$ cat src/rtl/mux_y_if.sv
// mux_y_if: capture-stage bus between the y sampler and its word consumer
interface mux_y_if #(
    parameter int WIDTH = 8,
    parameter int CNT_W = 16
);
    logic             y_in;
    logic             sample_en;
    logic             clear;
    logic             word_ready;
    logic [WIDTH-1:0] word_data;
    logic             word_valid;
    logic             overrun;
    logic [CNT_W-1:0] edge_count;
    modport master (
        output y_in, sample_en, clear, word_ready,
        input  word_data, word_valid, overrun, edge_count
    );
    modport slave (
        input  y_in, sample_en, clear, word_ready,
        output word_data, word_valid, overrun, edge_count
    );
endinterface

$ cat src/rtl/mux_y_deserializer.sv
// mux_y_deserializer: samples mux y LSB-first into words behind a one-entry valid/ready holder
module mux_y_deserializer #(
    parameter int WIDTH = 8,
    parameter int CNT_W = 16
) (
    input logic   clk,
    input logic   rst_n,
    mux_y_if.slave bus
);
    localparam int BW = $clog2(WIDTH);
    typedef enum logic {EMPTY, FULL} state_t;
    state_t           state_q, state_d;
    logic [WIDTH-1:0] shift_q, shift_d, data_q, data_d, new_word;
    logic [BW-1:0]    cnt_q, cnt_d;
    logic [CNT_W-1:0] edge_q, edge_d;
    logic             ovr_q, ovr_d, prev_y_q, prev_y_d, prev_vld_q, prev_vld_d;
    logic             complete;
    always_comb begin
        new_word   = {bus.y_in, shift_q[WIDTH-1:1]};
        complete   = bus.sample_en && (cnt_q == BW'(WIDTH - 1));
        shift_d    = bus.sample_en ? new_word : shift_q;
        cnt_d      = bus.sample_en ? (complete ? '0 : cnt_q + 1'b1) : cnt_q;
        prev_y_d   = bus.sample_en ? bus.y_in : prev_y_q;
        prev_vld_d = prev_vld_q | bus.sample_en;
        edge_d     = (bus.sample_en && prev_vld_q && bus.y_in != prev_y_q && edge_q != '1)
                     ? edge_q + 1'b1 : edge_q;
        state_d    = state_q;
        data_d     = data_q;
        ovr_d      = ovr_q;
        if (state_q == EMPTY) begin
            state_d = complete ? FULL : EMPTY;
            data_d  = complete ? new_word : data_q;
        end else if (complete) begin
            // a full holder only takes the new word if the old one leaves this cycle
            data_d = bus.word_ready ? new_word : data_q;
            ovr_d  = ovr_q | !bus.word_ready;
        end else begin
            state_d = bus.word_ready ? EMPTY : FULL;
        end
    end
    always_ff @(posedge clk or negedge rst_n) begin
        if (!rst_n) begin
            state_q    <= EMPTY;
            shift_q    <= '0;
            cnt_q      <= '0;
            data_q     <= '0;
            ovr_q      <= 1'b0;
            edge_q     <= '0;
            prev_y_q   <= 1'b0;
            prev_vld_q <= 1'b0;
        end else if (bus.clear) begin
            state_q    <= EMPTY;
            shift_q    <= '0;
            cnt_q      <= '0;
            data_q     <= '0;
            ovr_q      <= 1'b0;
            edge_q     <= '0;
            prev_y_q   <= 1'b0;
            prev_vld_q <= 1'b0;
        end else begin
            state_q    <= state_d;
            shift_q    <= shift_d;
            cnt_q      <= cnt_d;
            data_q     <= data_d;
            ovr_q      <= ovr_d;
            edge_q     <= edge_d;
            prev_y_q   <= prev_y_d;
            prev_vld_q <= prev_vld_d;
        end
    end
    assign bus.word_data  = data_q;
    assign bus.word_valid = (state_q == FULL);
    assign bus.overrun    = ovr_q;
    assign bus.edge_count = edge_q;
endmodule
$ cat src/flat_wrapper.sv
// flat-port wrapper written by rule: the top's interface ports become plain ports
module mux_y_deserializer_flat 
#(
    parameter int WIDTH = 8,
    parameter int CNT_W = 16
)
  (clk, rst_n, bus_y_in, bus_sample_en, bus_clear, bus_word_ready, bus_word_data, bus_word_valid, bus_overrun, bus_edge_count);
  mux_y_if #(.WIDTH(WIDTH), .CNT_W(CNT_W)) bus_i ();
  input logic clk;
  input logic rst_n;
  input wire logic [$bits(bus_i.y_in)-1:0] bus_y_in;
  input wire logic [$bits(bus_i.sample_en)-1:0] bus_sample_en;
  input wire logic [$bits(bus_i.clear)-1:0] bus_clear;
  input wire logic [$bits(bus_i.word_ready)-1:0] bus_word_ready;
  output wire logic [$bits(bus_i.word_data)-1:0] bus_word_data;
  output wire logic [$bits(bus_i.word_valid)-1:0] bus_word_valid;
  output wire logic [$bits(bus_i.overrun)-1:0] bus_overrun;
  output wire logic [$bits(bus_i.edge_count)-1:0] bus_edge_count;
  assign bus_i.y_in = bus_y_in;
  assign bus_i.sample_en = bus_sample_en;
  assign bus_i.clear = bus_clear;
  assign bus_i.word_ready = bus_word_ready;
  assign bus_word_data = bus_i.word_data;
  assign bus_word_valid = bus_i.word_valid;
  assign bus_overrun = bus_i.overrun;
  assign bus_edge_count = bus_i.edge_count;
  mux_y_deserializer #(.WIDTH(WIDTH), .CNT_W(CNT_W)) u_core (.clk(clk), .rst_n(rst_n), .bus(bus_i));
endmodule
$ cat config.mk
export PLATFORM = sky130hd
export DESIGN_NAME = mux_y_deserializer_flat
export DESIGN_NICKNAME = d
export VERILOG_FILES = /design/src/rtl/mux_y_if.sv /design/src/rtl/mux_y_deserializer.sv /design/src/flat_wrapper.sv
export SDC_FILE = /design/constraint.sdc
export NUM_CORES = 1
export LEC_CHECK = 0
export CORE_ASPECT_RATIO = 0.75
export CORE_UTILIZATION = 40
export DETAILED_ROUTE_END_ITERATION = 10
export PLACE_DENSITY = 0.67
export SLEW_MARGIN = 25
export SYNTH_ARGS = -nofsm -noshare
export SYNTH_HDL_FRONTEND = slang
export SYNTH_SLANG_ARGS = --single-unit
$ cat constraint.sdc
create_clock -name clk -period 3.2 [get_ports clk]
set_input_delay 0.32 -clock clk [delete_from_list [all_inputs] [get_ports clk]]
set_output_delay 0.32 -clock clk [all_outputs]
set_load 0.03 [all_outputs]
==> impl_metrics.env <==
export IMPL_cellPowerDensity_nw_per_um2=374.5
export IMPL_wl_per_cell_um=15.02
export IMPL_grt_pass1_vias=1354
export IMPL_cp_data_arrival_time_ps=2230
export IMPL_yosys_top_cells_count="dfrtp_1, nor2_1, mux2i_1"
export IMPL_die_area_sq_um=4931
export IMPL_syn_instance_count=182
export IMPL_vdd_drop_max_v=0.0002131
export IMPL_async_flop_share_pct=100.0
export IMPL_r2r_slack_ps=1190
export IMPL_dpl_cell_area_sq_um=2196
export IMPL_p_leak_nw=0.9329
export IMPL_track_usage_pct=18.14
export IMPL_crit_type="primary input to flip-flop"
export IMPL_max_slew_margin_pct=44.64
export IMPL_whs_ps=131.4
export IMPL_clock_sinks=37
export IMPL_post_cts_setup_buffers=0
export IMPL_cts_tree="built"
export IMPL_die_w_um=80.75
export IMPL_setup_viol=0
export IMPL_nets=220
export IMPL_ioPinCount=32
export IMPL_area_delta_synth_final_pct=22.66
export IMPL_cts_root_buf="clkbuf_8"
export IMPL_synth_top_cell_area_share_pct=49.76
export IMPL_met3_usage_pct=3.704
export IMPL_antenna_cells=0
export IMPL_worst_path_buf_inv=2
export IMPL_syn_num_nets=191
export IMPL_ys_seq_area_share_pct=49.76
export IMPL_final_setup_tns_ps=0
export IMPL_ys_flop_type="dfrtp_1"
export IMPL_drv_slew=0
export IMPL_final_cells=268
export IMPL_hold_viol=0
export IMPL_period_minus_slack_ps=2061
export IMPL_grt_use_met2_pct=26.39
export IMPL_synth_cell_area_sq_um=1861
export IMPL_tightest_slew_ps=830.4
export IMPL_io_buffers=31
export IMPL_synth_warnings=0
export IMPL_synth_edff_count=0
export IMPL_synth_cell_types=36
export IMPL_slowest_delay_ps=450
export IMPL_cp_cell_sequence="clkdlybuf4s50_1, buf_4, and2_1, nand2_1, nor4_1, mux2_2"
export IMPL_finalWirelength_um=4025
export IMPL_crit_family="simple AND/OR/NAND/NOR gates"
export IMPL_yosysMostFrequentCell="dfrtp_1"
export IMPL_syn_area_per_cell_sq_um=10.22
export IMPL_htreeDepth=2
export IMPL_fin_crit_sh_pct=64.40
export IMPL_finalPower_mw=0.8547
export IMPL_clockBufferDepth=2
export IMPL_cap_violations=0
export IMPL_cp_max_fo=15
export IMPL_ant_nets=0
export IMPL_grt_pass1_wl_um=6617
export IMPL_rsz0062_at_grt="false"
export IMPL_via_per_inst=5.422
export IMPL_dr_pass1_iters=4
export IMPL_drive_above_1_share_pct=8.057
export IMPL_gp_congestion=0.7984
export IMPL_startpoint_type="primary input"
export IMPL_grt_overflow_total=0
export IMPL_status="finished, final reports clean"
export IMPL_cp_required_ps=3370
export IMPL_hpwl_um=2683
export IMPL_yosysTopAreaCell="dfrtp_1"
export IMPL_fin_skew_ps=4.628
export IMPL_grt_start_max_net_pins=38
export IMPL_max_freq_ghz=0.4852
export IMPL_hold_path_class="primary input to async pin"
export IMPL_cts_resized=0
export IMPL_cp_end_kind="flip-flop"
export IMPL_insertion_delay_ps=280
export IMPL_start_util_pct=41.65
export IMPL_synth_seq_cells=37
export IMPL_fp_coreArea_sq_um=4467
export IMPL_cts_clk_slew_worst_paths_ps=70
export IMPL_hold_buffers=0
export IMPL_nFillCells=418
export IMPL_grtUsageMet1_pct=26.52
export IMPL_final_area_sq_um=2282
export IMPL_crit_slowest_cell="clkdlybuf4s50_1"
export IMPL_yosys_top_cells_area="dfrtp_1, mux2i_1, nor2_1"
export IMPL_dp_cells=261
export IMPL_num_vias=1453
export IMPL_drtIter0Drc=133
export IMPL_drc=0
export IMPL_fp_row_count=21
export IMPL_cts_buffers_inserted=5
export IMPL_grt_antenna_before_repair=0
export IMPL_die_height_um=61.07
export IMPL_grt_busiest_layer="met1"
[state kept, by name, summed over array words and instances, names as in the netlist]
register and flops:
u_core.prev_vld_q 1, u_core.bus.word_valid 1, u_core.bus.edge_count 16, u_core.cnt_q 3, u_core.bus.word_data 8, u_core.shift_q 7, u_core.bus.overrun 1
[path summary, 6_finish.rpt]
check,startpoint,endpoint,depth (start not counted)
setup / recovery,bus_sample_en,u_core.bus.edge_count[14],6
hold / removal,rst_n,u_core.bus.edge_count[11],1
setup reg to reg,u_core.bus.edge_count[12],u_core.bus.edge_count[14],4
hold reg to reg,u_core.bus.overrun,u_core.bus.overrun,2
max in group asynchronous,rst_n,u_core.bus.word_data[7],1
min in group clk,u_core.bus.overrun,u_core.bus.overrun,2
[cell usage in the layout, fill, tap and decap left out]
cell type,Yosys,layout
clkbuf_8,0,6
nor2_2,1,1
inv_1,2,2
buf_4,1,2
a31oi_1,1,1
mux2_2,4,4
clkbuf_1,2,1
nand2_1,6,6
nor2_1,29,29
clkdlybuf4s50_1,0,30
nor4_1,2,2
nand3_1,5,5
or4_1,7,7
o21ai_0,3,3
nor4_4,1,1
and2_2,1,1
ha_1,3,3
o41ai_1,1,1
a21oi_1,15,15
and2_1,1,1
o31ai_1,8,8
xor2_1,1,1
nand4_2,1,1
dfrtp_1,37,37
o311ai_1,1,1
nand3b_1,2,2
buf_2,3,1
nor3_1,4,4
o211ai_1,1,1
or4b_1,1,1
or3_1,2,2
nor2b_1,4,4
and4_1,3,3
mux2i_1,16,16
nor3b_1,3,3
nand4_1,5,5
[layout make-up]
class	count	area, sq um	area share, %
Timing Repair Buffer	33	320.3	14.04
Inverter	2	7.507	0.3289
Sequential cell	37	925.9	40.57
Multi-Input combinational cell	132	870.8	38.16
Tap cell	57	71.32	3.125
Clock buffer	7	86.33	3.783
[logic make-up after synthesis]
group | count (synthesis) | share of synthesized area (%)
AOI/OAI and AO/OA | 30 | 9.751
xor gates and xnor gates | 1 | 0.4708
and+or+nand+nor | 78 | 23.54
buffers and inverters | 13 | 3.430
muxes | 20 | 11.03
DFF | 37 | 49.76
adders and majority gates | 3 | 2.018
[per-stage QoR]
step | utilization (%) | worst slack (ps)
floorplan | - | 1295
global placement | 49.16 | 896.2
detailed placement | 49.16 | 849.0
CTS | 51.09 | 1150
global route | 51.09 | 988.5
finish | 51.09 | 1139
[layer usage]
| metal | vias to the layer above | part of all wire, % |
|---|---|---|
| met5 | - | 0 |
| met2 | 28 | 42 |
| met4 | 0 | 1.1 |
| met1 | 693 | 53 |
| li1 | 728 | - |
| met3 | 4 | 3.9 |
[report_power, final]
group	internal [mW]	switching [mW]
clock	0.171	0.159
sequential	0.472	0.00440
combinational	0.0162	0.0320
total	0.660	0.195
(Power assumes the default switching activity.)
